### src/rtl/alu_seq_pkg.sv
// alu_seq_pkg
// Shared types for the sequential execution-stage ALU.
//   alu_op_e    : 4-bit operation codes as produced by the ALU controller
//   alu_state_e : control states of alu_seq_unit
//   is_shift_op : true for the iterative (one bit per cycle) operations
package alu_seq_pkg;

  typedef enum logic [3:0] {
    OP_AND  = 4'b0000,
    OP_XOR  = 4'b0001,
    OP_SUB  = 4'b0010,
    OP_OR   = 4'b0011,
    OP_ADD  = 4'b0100,
    OP_BGE  = 4'b0101,
    OP_BNE  = 4'b0110,
    OP_SRA  = 4'b0111,
    OP_BEQ  = 4'b1000,
    OP_SLL  = 4'b1001,
    OP_LUI  = 4'b1010,
    OP_RSVD = 4'b1011,
    OP_SRL  = 4'b1100,
    OP_BLT  = 4'b1101,
    OP_SLT  = 4'b1110,
    OP_JALR = 4'b1111
  } alu_op_e;

  typedef enum logic [1:0] {
    IDLE  = 2'd0,
    SHIFT = 2'd1,
    DONE  = 2'd2
  } alu_state_e;

  function automatic logic is_shift_op(input alu_op_e op);
    return (op == OP_SLL) || (op == OP_SRL) || (op == OP_SRA);
  endfunction

endpackage

### src/rtl/alu_seq_comb.sv
// alu_seq_comb
// Purely combinational single-cycle part of the ALU: add/sub/logic,
// compares, branch conditions, LUI and JALR. Shift codes and the
// reserved code produce zero here; the top handles shifts itself.
// Ports:
//   i_op     : operation code
//   i_a/i_b  : operands
//   o_result : single-cycle result
//   o_cond   : branch-taken / compare flag
module alu_seq_comb
  import alu_seq_pkg::*;
#(
  parameter int WIDTH = 32
) (
  input  alu_op_e          i_op,
  input  logic [WIDTH-1:0] i_a,
  input  logic [WIDTH-1:0] i_b,
  output logic [WIDTH-1:0] o_result,
  output logic             o_cond
);

  logic [WIDTH-1:0] w_sum;
  logic [WIDTH-1:0] w_diff;
  logic             w_lt;
  logic             w_eq;

  assign w_sum  = i_a + i_b;
  assign w_diff = i_a - i_b;
  assign w_lt   = $signed(i_a) < $signed(i_b);
  assign w_eq   = (i_a == i_b);

  // Compare-type ops return their flag both in bit 0 of the result and on o_cond.
  always_comb begin
    o_result = '0;
    o_cond   = 1'b0;
    case (i_op)
      OP_AND:  o_result = i_a & i_b;
      OP_XOR:  o_result = i_a ^ i_b;
      OP_OR:   o_result = i_a | i_b;
      OP_ADD:  o_result = w_sum;
      OP_SUB:  o_result = w_diff;
      OP_LUI:  o_result = i_b;
      OP_JALR: o_result = w_sum & {{(WIDTH-1){1'b1}}, 1'b0};
      OP_BEQ:  o_cond   = w_eq;
      OP_BNE:  o_cond   = ~w_eq;
      OP_BLT:  o_cond   = w_lt;
      OP_BGE:  o_cond   = ~w_lt;
      OP_SLT:  o_cond   = w_lt;
      default: o_result = '0;
    endcase
    if (o_cond) o_result = {{(WIDTH-1){1'b0}}, 1'b1};
  end

endmodule

### src/rtl/alu_seq_unit.sv
// alu_seq_unit
// Execution-stage ALU with valid/ready handshakes on both sides.
// Single-cycle ops finish one cycle after accept; shifts iterate one
// bit per cycle through a working register and a down-counter.
// Ports:
//   clk, reset_n          : clock, async active-low reset
//   in_valid / in_ready   : request handshake
//   Operation, SrcA, SrcB : op code and operands (shift amount in SrcB[SHW-1:0])
//   out_valid / out_ready : result handshake
//   ALUResult, Cond       : registered result and branch/compare flag
module alu_seq_unit
  import alu_seq_pkg::*;
#(
  parameter int WIDTH = 32
) (
  input  logic             clk,
  input  logic             reset_n,
  input  logic             in_valid,
  output logic             in_ready,
  input  logic [3:0]       Operation,
  input  logic [WIDTH-1:0] SrcA,
  input  logic [WIDTH-1:0] SrcB,
  output logic             out_valid,
  input  logic             out_ready,
  output logic [WIDTH-1:0] ALUResult,
  output logic             Cond
);

  localparam int SHW = $clog2(WIDTH);
  localparam logic [SHW-1:0] CNT_ONE = SHW'(1);

  alu_state_e       r_state;
  alu_state_e       w_next_state;
  logic [WIDTH-1:0] r_work;
  logic [SHW-1:0]   r_count;
  alu_op_e          r_shift_op;
  logic [WIDTH-1:0] r_result;
  logic             r_cond;

  alu_op_e          w_op;
  logic [SHW-1:0]   w_amt;
  logic             w_accept;
  logic             w_start_shift;
  logic [WIDTH-1:0] w_shifted;
  logic [WIDTH-1:0] w_comb_result;
  logic             w_comb_cond;
  logic [WIDTH-1:0] w_accept_result;
  logic             w_accept_cond;

  assign w_op          = alu_op_e'(Operation);
  assign w_amt         = SrcB[SHW-1:0];
  assign in_ready      = reset_n & ((r_state == IDLE) | ((r_state == DONE) & out_ready));
  assign w_accept      = in_valid & in_ready;
  assign w_start_shift = w_accept & is_shift_op(w_op) & (w_amt != '0);
  assign out_valid     = (r_state == DONE);
  assign ALUResult     = r_result;
  assign Cond          = r_cond;

  alu_seq_comb #(.WIDTH(WIDTH)) u_comb (
    .i_op     (w_op),
    .i_a      (SrcA),
    .i_b      (SrcB),
    .o_result (w_comb_result),
    .o_cond   (w_comb_cond)
  );

  // A shift by zero is just a pass-through of A and never enters SHIFT.
  assign w_accept_result = is_shift_op(w_op) ? SrcA : w_comb_result;
  assign w_accept_cond   = is_shift_op(w_op) ? 1'b0 : w_comb_cond;

  always_comb begin
    w_shifted = r_work;
    case (r_shift_op)
      OP_SLL:  w_shifted = {r_work[WIDTH-2:0], 1'b0};
      OP_SRL:  w_shifted = {1'b0, r_work[WIDTH-1:1]};
      OP_SRA:  w_shifted = {r_work[WIDTH-1], r_work[WIDTH-1:1]};
      default: w_shifted = r_work;
    endcase
  end

  always_ff @(posedge clk or negedge reset_n) begin
    if (!reset_n) r_state <= IDLE;
    else          r_state <= w_next_state;
  end

  // A new accept out of DONE takes priority over simply draining to IDLE.
  always_comb begin
    w_next_state = r_state;
    case (r_state)
      IDLE: begin
        if (w_accept) w_next_state = w_start_shift ? SHIFT : DONE;
      end
      SHIFT: begin
        if (r_count == CNT_ONE) w_next_state = DONE;
      end
      DONE: begin
        if (w_accept)       w_next_state = w_start_shift ? SHIFT : DONE;
        else if (out_ready) w_next_state = IDLE;
      end
      default: w_next_state = IDLE;
    endcase
  end

  // The counter holds the number of shifts still to do; the cycle that
  // sees it at 1 performs the final shift and lands the result directly.
  always_ff @(posedge clk or negedge reset_n) begin
    if (!reset_n) begin
      r_work     <= '0;
      r_count    <= '0;
      r_shift_op <= OP_AND;
      r_result   <= '0;
      r_cond     <= 1'b0;
    end else if (w_accept) begin
      if (w_start_shift) begin
        r_work     <= SrcA;
        r_count    <= w_amt;
        r_shift_op <= w_op;
      end else begin
        r_result <= w_accept_result;
        r_cond   <= w_accept_cond;
      end
    end else if (r_state == SHIFT) begin
      r_work  <= w_shifted;
      r_count <= r_count - CNT_ONE;
      if (r_count == CNT_ONE) begin
        r_result <= w_shifted;
        r_cond   <= 1'b0;
      end
    end
  end

endmodule

### config.mk
export PLATFORM = sky130hd
export DESIGN_NAME = alu_seq_unit
export DESIGN_NICKNAME = d
export VERILOG_FILES = /design/src/rtl/alu_seq_pkg.sv /design/src/rtl/alu_seq_comb.sv /design/src/rtl/alu_seq_unit.sv
export SDC_FILE = /design/constraint.sdc
export NUM_CORES = 1
export LEC_CHECK = 0
export BUFFER_PORTS_ARGS = -buffer_cell sky130_fd_sc_hd__buf_2
export CORE_MARGIN = 2
export CORE_UTILIZATION = 40
export DETAILED_ROUTE_END_ITERATION = 8
export PLACE_DENSITY = 0.63
export SYNTH_ARGS = -nofsm -noshare
export SYNTH_HDL_FRONTEND = slang
export SYNTH_SLANG_ARGS = --single-unit
export TNS_END_PERCENT = 1
### constraint.sdc
create_clock -name clk -period 2.15 [get_ports clk]
set_input_delay 0.1075 -clock clk [delete_from_list [all_inputs] [get_ports clk]]
set_output_delay 0.1075 -clock clk [all_outputs]
set_load 0.02 [all_outputs]
==> results of run 1 <==
-- worst register-to-register path, stage by stage (launching register included) --
cell and delay [ps]:
dfrtp_1 390, buf_4 150, buf_4 130, nor4bb_4 170, buf_4 170, nand2_1 80
o311ai_1 120, a22oi_2 250, nand4_1 180, a31o_2 250, o41a_1 110, o211ai_1 180
a21boi_1 100
-- state kept, by name (all words and copies together) (netlist names) --
signal	count
Cond	1
r_state	2
r_shift_op	4
r_work	32
ALUResult	32
r_count	5
-- metal layers --
layer | part of all wire | up-vias | track usage
met3 | 0.10 | 69 | 0.0599
met1 | 0.44 | 6053 | 0.494
met2 | 0.44 | 629 | 0.512
met4 | 0.022 | 0 | 0.0864
li1 | - | 5900 | -
met5 | 0 | - | 0
-- synthesized netlist by cell type, types with 13 or more instances --
library cell	number
a31oi_1	27
dfrtp_1	76
a221oi_1	36
nand3_1	39
nor2_1	113
mux2i_1	22
nor2b_1	14
o211ai_1	16
a21o_1	20
inv_1	102
clkbuf_1	75
a22oi_1	35
o21ai_0	91
o21bai_1	20
o21a_1	18
a21oi_1	151
nand4_1	13
nor3_1	25
nand2_1	119
ha_1	99
-- timing repair --
action | CTS | global route
setup buffers | 1 | 1
gates resized for setup | 72 | 61
endpoints found under the hold margin | 1 | 0
pin swaps | 18 | 23
hold buffers | 1 | 0
endpoints found under the setup margin | 30 | 49
-- worst paths after layout --
kind / start / endpoint / slack [ps] / cells after the start
max: SrcA[0] / ALUResult[30] / -270 / 15
min: out_ready / r_state[1] / 30 / 3
max reg2reg: r_shift_op[0] / ALUResult[30] / -240 / 12
min reg2reg: ALUResult[6] / ALUResult[6] / 490 / 2
max in group asynchronous: reset_n / ALUResult[9] / 1450 / 2
min in group asynchronous: reset_n / r_shift_op[0] / 50 / 2
-- power by group --
part           switching [W]  leakage (nW)  internal [W]
sequential          0.000616         0.842       0.00207
combinational        0.00362          6.05       0.00293
clock               0.000688         0.158       0.00103
total                0.00493          7.05       0.00603
-- cells by family after synthesis --
| group | Yosys count |
|---|---|
| adders and majority gates | 101 |
| AOI/OAI and AO/OA | 539 |
| DFF | 76 |
| xor gates and xnor gates | 10 |
| and+or+nand+nor | 394 |
| buffers and inverters | 198 |
| muxes | 27 |
-- cell usage in the layout (no fill, tap or decap), types with 7 or more instances in the layout --
cell type  netlist  routed
dfrtp_1         76      76
a21oi_1        151     135
nand4_1         13      13
ha_4             0      10
a221oi_1        36      28
a22o_1           7       7
o21a_1          18      17
a31o_2           9       9
o21ai_1          5      14
nor4_1          11      10
nand2b_1        10      10
a222oi_1         9       9
o211ai_1        16      16
nor2_1         113     106
a221o_1         10      10
o21bai_1        20      19
xnor2_1          8       7
nor3_2           2       7
a221oi_2         0       7
or2_2            7       7
a22oi_1         35      34
nor3_1          25      17
inv_1          102      90
inv_2            0       7
o31ai_1         12       7
nand2_1        119     117
nor2b_1         14      13
buf_2           11     100
buf_4            0     417
a211oi_1        12       7
o21ai_0         91      77
mux2i_1         22      22
a21o_1          20      20
ha_1            99      88
buf_12           0      12
a31oi_1         27      22
clkbuf_16        0       9
a21oi_2          0      14
nand3_1         39      38
-- layout make-up --
cell class | instances | area share
clock buffers | 10 | 0.0155
clock inverters | 6 | 0.00644
inverters | 102 | 0.0278
multi-input cells | 1071 | 0.525
flip-flops and latches | 76 | 0.129
well taps | 324 | 0.0274
repair buffers | 537 | 0.269
-- metrics by stage --
stage | TNS, ps | utilization | area (µm²) | hold WS [ps]
6_report | -4480 | 0.611 | 14800 | 27.1
5_1_grt | -7660 | 0.611 | 14800 | 52.6
4_1_cts | -4720 | 0.602 | 14500 | 29.0
3_5_place_dp | -20430 | 0.574 | 13900 | -102
3_3_place_gp | -19440 | 0.574 | 13900 | -103
2_1_floorplan | -4210 | - | 9900 | -188
==> metrics.txt, run 1 <==
multiplexer share of the synthesized area 0.0283; Layout area overhead 51.0%; critical path class in -> reg; Core Box Area 24200 µm²; leading area contributor after synthesis dfrtp_1; Most used DFF post-synth dfrtp_1; layout cells sized above 1 0.381; maximum clock rate 413 MHz; Hold Fails Final Rpt 0; DR pass1 iterations 5; register area share after synthesis 0.194; first-pass GRT wire length 68100 µm; Slew HR 0.311; antenna viol nets, final 0; filler instances 2234; Root Driver clkbuf_16; area of the multi-input gates 7750 µm²; largest family of logic cells by synthesized area compound AO/OA/AOI/OAI gates; status complete, but fails checks; Bufs on Longest Clock Path 2; Sink Count 76; max-cap violation count 0; Tcrit/Tclk final 1.13; Fin Clk Skew 6.32 ps; LEAKAGE 7.05 nW; Pwr Total 0.0110 W; crit path DAT 2650 ps; dpl hpwl 35300 µm; Synth Area in Adders 0.131; crit path launch type input pin; NumNets Final 1970; IO buf count 106; die area 25700 µm²; Synth Area in Simple Gates 0.191; vias in the first global route 12009; worst setup margin -271 ps; flops & latches, synth 76; Ports 107; # diodes 0; Top delay family on crit path compound AO/OA/AOI/OAI gates; largest net degree at the start of global routing 77; HP Class in -> reg; CP bufs+invs 4; Pwr per Cell Area 741 nW/µm²; post-placement worst setup slack -911 ps; Netlist cell types 79; clk slew on worst S/H paths 60 ps; initial DRC count 1390; endpoint class of the critical path register; slowest CP cell fa_2; Req. time, crit path 2380 ps; drt total wl 44500 µm; cell row count 57; Syn Nets 1518; synthesized area 9790 µm²; Die Y 160 µm; violated checks setup timing; final setup violation count 24; compound-gate portion of the synthesized area 0.369; Die X-Extent 160 µm; GPL Wtd Cong 1.00; Initial Utilization 0.405; peak per-stage delay on the critical path 420 ps; CTS Buf Count 9; Overflow after GRT 0; DR DRC count 0; crit-path max FO 4; Cell Chain, Critical Path buf_8 -> inv_4 -> ha_4 -> fa_2 -> o21bai_4 -> a221oi_4 -> o221a_4 -> o2111ai_4 -> a311oi_2 -> buf_4 -> o211ai_1 -> buf_4 -> o211ai_1 -> o211ai_1 -> a21boi_1; GRT Util Overall 0.337; Syn Inst Count 1345; H-Tree Depth 3; vias per std cell 5.95; Worst Tran Pin Value 1030 ps; Post-Synth XOR/XNOR Area 0.00895; Post-synth EDFFs 0; Synth top area share 0.194; final std cells w/o fill 2126; RSZ-0062 raised after global routing true; Crit path top cell by count o211ai_1; total number of vias 12651; CTS tree built; placed insts 2107; crit path time final 2420 ps; Yosys warnings 0; FFs w/ async S/R, synth 1.00; FF/Latch Area 1900 µm²; clk_lat worst skew 350 ps; initial antenna violation count 0; WL/cell 20.9 µm; Mapped Avg Cell Area 7.28 µm²; ranking of synthesized cells by area dfrtp_1 (19%), ha_1 (13%), a21oi_1 (7.7%), o21ai_0 (4.7%), nand2_1 (4.6%); Slew Viols, Final 0; peak supply drop 0.762 mV
Note: power is estimated with default switching activity, not from simulation.
==> run 2: changes to the inputs <==
Settings changed: PLACE_DENSITY 0.63 to 0.61.
Clock period 2.15 ns to 2.6 ns, I/O delays scaled along.
==> metrics.txt, run 2 (synthesis results as in run 1) <==
status complete, no violations; placed insts 2005; vias per std cell 5.95; Slew Viols, Final 0; TNS Setup 0 ps; Layout area overhead 39.3%; Fin Clk Skew 16.2 ps; Overflow after GRT 0; commonest non-fill, non-tap cell in the layout buf_4; Top Metal Used met5; initial antenna violation count 3; dpl hpwl 35400 µm; first-pass GRT wire length 67700 µm; final std cells w/o fill 2027; final setup violation count 0; HP Class in -> reg; DR pass1 iterations 6; layout cells sized above 1 0.320; RSZ-0062 raised after global routing true; die area 25700 µm²; total number of vias 12053; internal power 0.00459 W; critical path launch point SrcA[4]; Hold Fails Final Rpt 0; Req. time, crit path 2810 ps; worst r2r src r_shift_op[0]; drt total wl 44700 µm; most frequent cells in the layout buf_4 (325), a21oi_1 (148), nand2_1 (117); Reg2Reg Depth 10; Sequential Power Share 0.260; Reg-to-Reg End ALUResult[0]; Worst Tran Pin Value 753 ps; endpoint class of the critical path register; Die Y 160 µm; Slew HR 0.492; DR DRC count 0; peak supply drop 0.613 mV; switching pwr 0.00396 W; H-Tree Depth 3; clk slew on worst S/H paths 70 ps; R2R Setup Slk 190 ps; combinational share of power 0.581; Initial Utilization 0.405; IO buf count 106; met1 WL 19800 µm; crit path DAT 2790 ps; NumNets Final 1870; initial DRC count 1085; crit path time final 2580 ps; vias in the first global route 11569; Root Driver clkbuf_16; Final Instance Area 13600 µm²; GRT Util Overall 0.340; crit-path max FO 2; Sw Share 0.463; LEAKAGE 6.45 nW; antenna viol nets, final 0; critical path class in -> reg; Die X-Extent 160 µm; Core Box Area 24200 µm²; maximum clock rate 387 MHz; filler instances 2321; Critical path destination ALUResult[25]; largest net degree at the start of global routing 75; Clk network pwr share 0.160; Pwr per Cell Area 627 nW/µm²; WL/cell 22.1 µm; Met3 Wirelength 4790 µm; metal2 WL 19100 µm; max-cap violation count 0; Tcrit/Tclk final 0.993; crit path launch type input pin; cell row count 57; clk_lat worst skew 350 ps; Ports 107; GPL Wtd Cong 0.990; placed inst area 12900 µm²; Sink Count 76; Bufs on Longest Clock Path 2; CTS tree built; CTS Buf Count 9
[run 2: changes by cell type in the layout (fill, tap and decap cells not counted), sizes merged]
cell	delta
inv	-2
bufinv	-1
buf	-100
clkinv	-2
clkinvlp	+4
diode	+2
[run 2: metrics by stage]
step / setup slack (ps) / total power, W / hold WS (ps) / utilization
after detailed placement: -528 / 0.00695 / -73.1 / 0.535
after global placement: -542 / 0.00690 / -74.0 / 0.535
final: 18.0 / 0.00855 / 67.5 / 0.564
after CTS: -39.2 / 0.00837 / 56.3 / 0.552
after global routing: -65.9 / 0.00909 / 80.0 / 0.564
after floorplan: 15.0 / 0.00486 / -166 / -
[run 2: final cells by class]
| cell class | instances | area [µm²] | area share |
|---|---|---|---|
| Inverter | 102 | 394 | 0.0289 |
| Tap cell | 324 | 405 | 0.0297 |
| Antenna cell | 2 | 5.00 | 0.000367 |
| Timing Repair Buffer | 437 | 3110 | 0.228 |
| Clock buffer | 10 | 239 | 0.0175 |
| Multi-Input combinational cell | 1071 | 7520 | 0.552 |
| Sequential cell | 76 | 1900 | 0.139 |
| Clock inverter | 5 | 61.3 | 0.00450 |
[run 2: routing by layer]
layer  global-route usage  up-vias
met3               0.0950       62
met5                    0        -
met1                0.481     5711
li1                     -     5697
met4               0.0934        2
met2                0.508      581
[run 2: worst min-delay path by stage]
stage	from	endpoint	cells past startpoint
2_1_floorplan	reset_n	ALUResult[0]	0
3_3_place_gp	reset_n	r_state[1]	1
3_5_place_dp	reset_n	r_state[1]	1
4_1_cts	out_ready	r_state[1]	3
5_1_grt	out_ready	r_state[1]	3
6_report	out_ready	r_state[1]	3
[run 2: power by group through the flow]
stage               Combinational [W]  Clock, W  Sequential, W
finish                        0.00496   0.00136        0.00222
CTS                           0.00480   0.00138        0.00219
detailed placement            0.00475         0        0.00221
floorplan                     0.00250         0        0.00236
global route                  0.00540   0.00142        0.00227
global placement              0.00471         0        0.00220
[run 2: what timing repair did]
item | in CTS | in global routing
resized for setup | 18 | 61
endpoints found under the setup margin | 16 | 24
pin swaps | 1 | 14
buffers inserted | 0 | 4
hold buffers | 1 | 0
hold endpoints to repair | 33 | 0
[run 2: worst max-delay path, cell delays in order]
cell and delay [ps]:
buf_2 100, inv_1 60, ha_1 310, a21o_1 240
a31oi_1 210, and2_1 210, o21a_1 210, a31oi_2 150
a41oi_2 350, nor2_1 70, a2111oi_0 570, o211ai_1 170
==> run 3: changes to the inputs <==
Settings changed: BUFFER_PORTS_ARGS -buffer_cell sky130_fd_sc_hd__buf_2 to default, DONT_BUFFER_PORTS from default to 1, PLACE_DENSITY 0.61 to 0.57.
==> metrics.txt, run 3 (synthesis results as in run 1) <==
status complete, no violations; Slew Viols, Final 0; H-Tree Depth 3; Sink Count 76; largest net degree at the start of global routing 77; Ports 107; vias in the first global route 10504; Pwr per Cell Area 659 nW/µm²; Crit path top cell by count o21ai_0; first-pass GRT wire length 63400 µm; final setup violation count 0; cell row count 57; Bufs on Longest Clock Path 2; initial antenna violation count 1; Die Y 160 µm; Cell Chain, Critical Path inv_1 -> ha_1 -> or4_4 -> or3_4 -> nor3_1 -> o21ai_0 -> nor2_1 -> o311ai_1 -> buf_4 -> a21oi_2 -> mux2i_1 -> o21ai_0; die area 25700 µm²; drt total wl 41800 µm; Tcrit/Tclk final 0.959; initial DRC count 1280; Overflow after GRT 0; WL/cell 23.2 µm; RSZ-0062 raised after global routing true; Worst Tran Pin Value 1000 ps; Top delay family on crit path simple AND/OR/NAND/NOR gates; crit path launch type input pin; crit path DAT 2730 ps; Root Driver clkbuf_16; LEAKAGE 5.46 nW; maximum clock rate 401 MHz; peak supply drop 0.370 mV; Hold Fails Final Rpt 0; antenna viol nets, final 0; post-CTS setup buffers 0; critical path class in -> reg; peak per-stage delay on the critical path 540 ps; crit path time final 2490 ps; CTS Buf Count 9; filler instances 2363; clk slew on worst S/H paths 70 ps; DR pass1 iterations 7; Hold WS 3.80 ps; Slew HR 0.332; most frequent cells in the layout buf_4 (194), a21oi_1 (147), nand2_1 (118); Req. time, crit path 2830 ps; HP Class in -> reg; max-cap violation count 0; clk_lat worst skew 360 ps; endpoint class of the critical path register; GRT Util Overall 0.320; commonest non-fill, non-tap cell in the layout buf_4; Fin Clk Skew 13.0 ps; crit-path max FO 5; DR DRC count 0; CTS tree built; total number of vias 11285; area of the multi-input gates 7270 µm²; Initial Utilization 0.405; layout cells sized above 1 0.181; Die X-Extent 160 µm; TNS Setup 0 ps; Core Box Area 24200 µm²; CP bufs+invs 2; NumNets Final 1646; FF/Latch Area 1900 µm²; dpl hpwl 32100 µm; slowest CP cell or4_4; vias per std cell 6.26; Layout area overhead 22.5%; GPL Wtd Cong 0.993; IO buf count 0
## run 3: layout make-up
cell class / instances / share of cell area
inverter: 102 / 0.0319
clock buffer: 10 / 0.0191
sequential: 76 / 0.159
tap: 324 / 0.0338
multi-input combinational: 1071 / 0.606
timing repair buffer: 213 / 0.142
clock inverter: 6 / 0.00783
antenna: 1 / 0.000209
## run 3: power breakdown
group	total (W)	internal [W]	switching (W)
Sequential	0.00257	0.00170	0.000867
Combinational	0.00386	0.00168	0.00218
Clock	0.00147	0.000852	0.000616
Total	0.00790	0.00423	0.00367
## run 3: routing by layer
layer  vias up  track usage  part of all wire
met5         -            0                 0
met4         0        0.106             0.033
met3        73        0.103              0.13
met2       647        0.454              0.41
met1      5326        0.455              0.43
li1       5239            -                 -
## run 3: per-stage QoR
step | area, µm² | utilization | cells | power (W) | worst slack (ps)
2_1_floorplan | 9790 | - | 1345 | 0.00486 | 15.0
3_3_place_gp | 11400 | 0.472 | 1771 | 0.00623 | -458
3_5_place_dp | 11400 | 0.472 | 1771 | 0.00626 | -428
4_1_cts | 11900 | 0.492 | 1802 | 0.00779 | 55.8
5_1_grt | 12000 | 0.496 | 1803 | 0.00844 | -32.5
6_report | 12000 | 0.496 | 1803 | 0.00790 | 106
## run 3: repair_timing
| item | in CTS | in global routing |
|---|---|---|
| endpoints found under the setup margin | 1 | 20 |
| hold endpoints to repair | 89 | 0 |
| hold buffers | 15 | 0 |
| gates resized for setup | 1 | 17 |
| cloned | 0 | 0 |
| pin swaps | 0 | 2 |
## run 3: path summary, 6_finish.rpt
path                                from       endpoint  slack (ps)  depth (start not counted)
min                              SrcA[1]      r_work[1]           4                          2
max in group asynchronous        reset_n  ALUResult[20]        1860                          2
max                             SrcA[16]  ALUResult[31]         110                         12
max reg2reg                r_shift_op[2]  ALUResult[30]         200                          8
min reg2reg                   r_count[1]     r_count[1]         530                          1
min in group asynchronous        reset_n   ALUResult[8]         320                          2
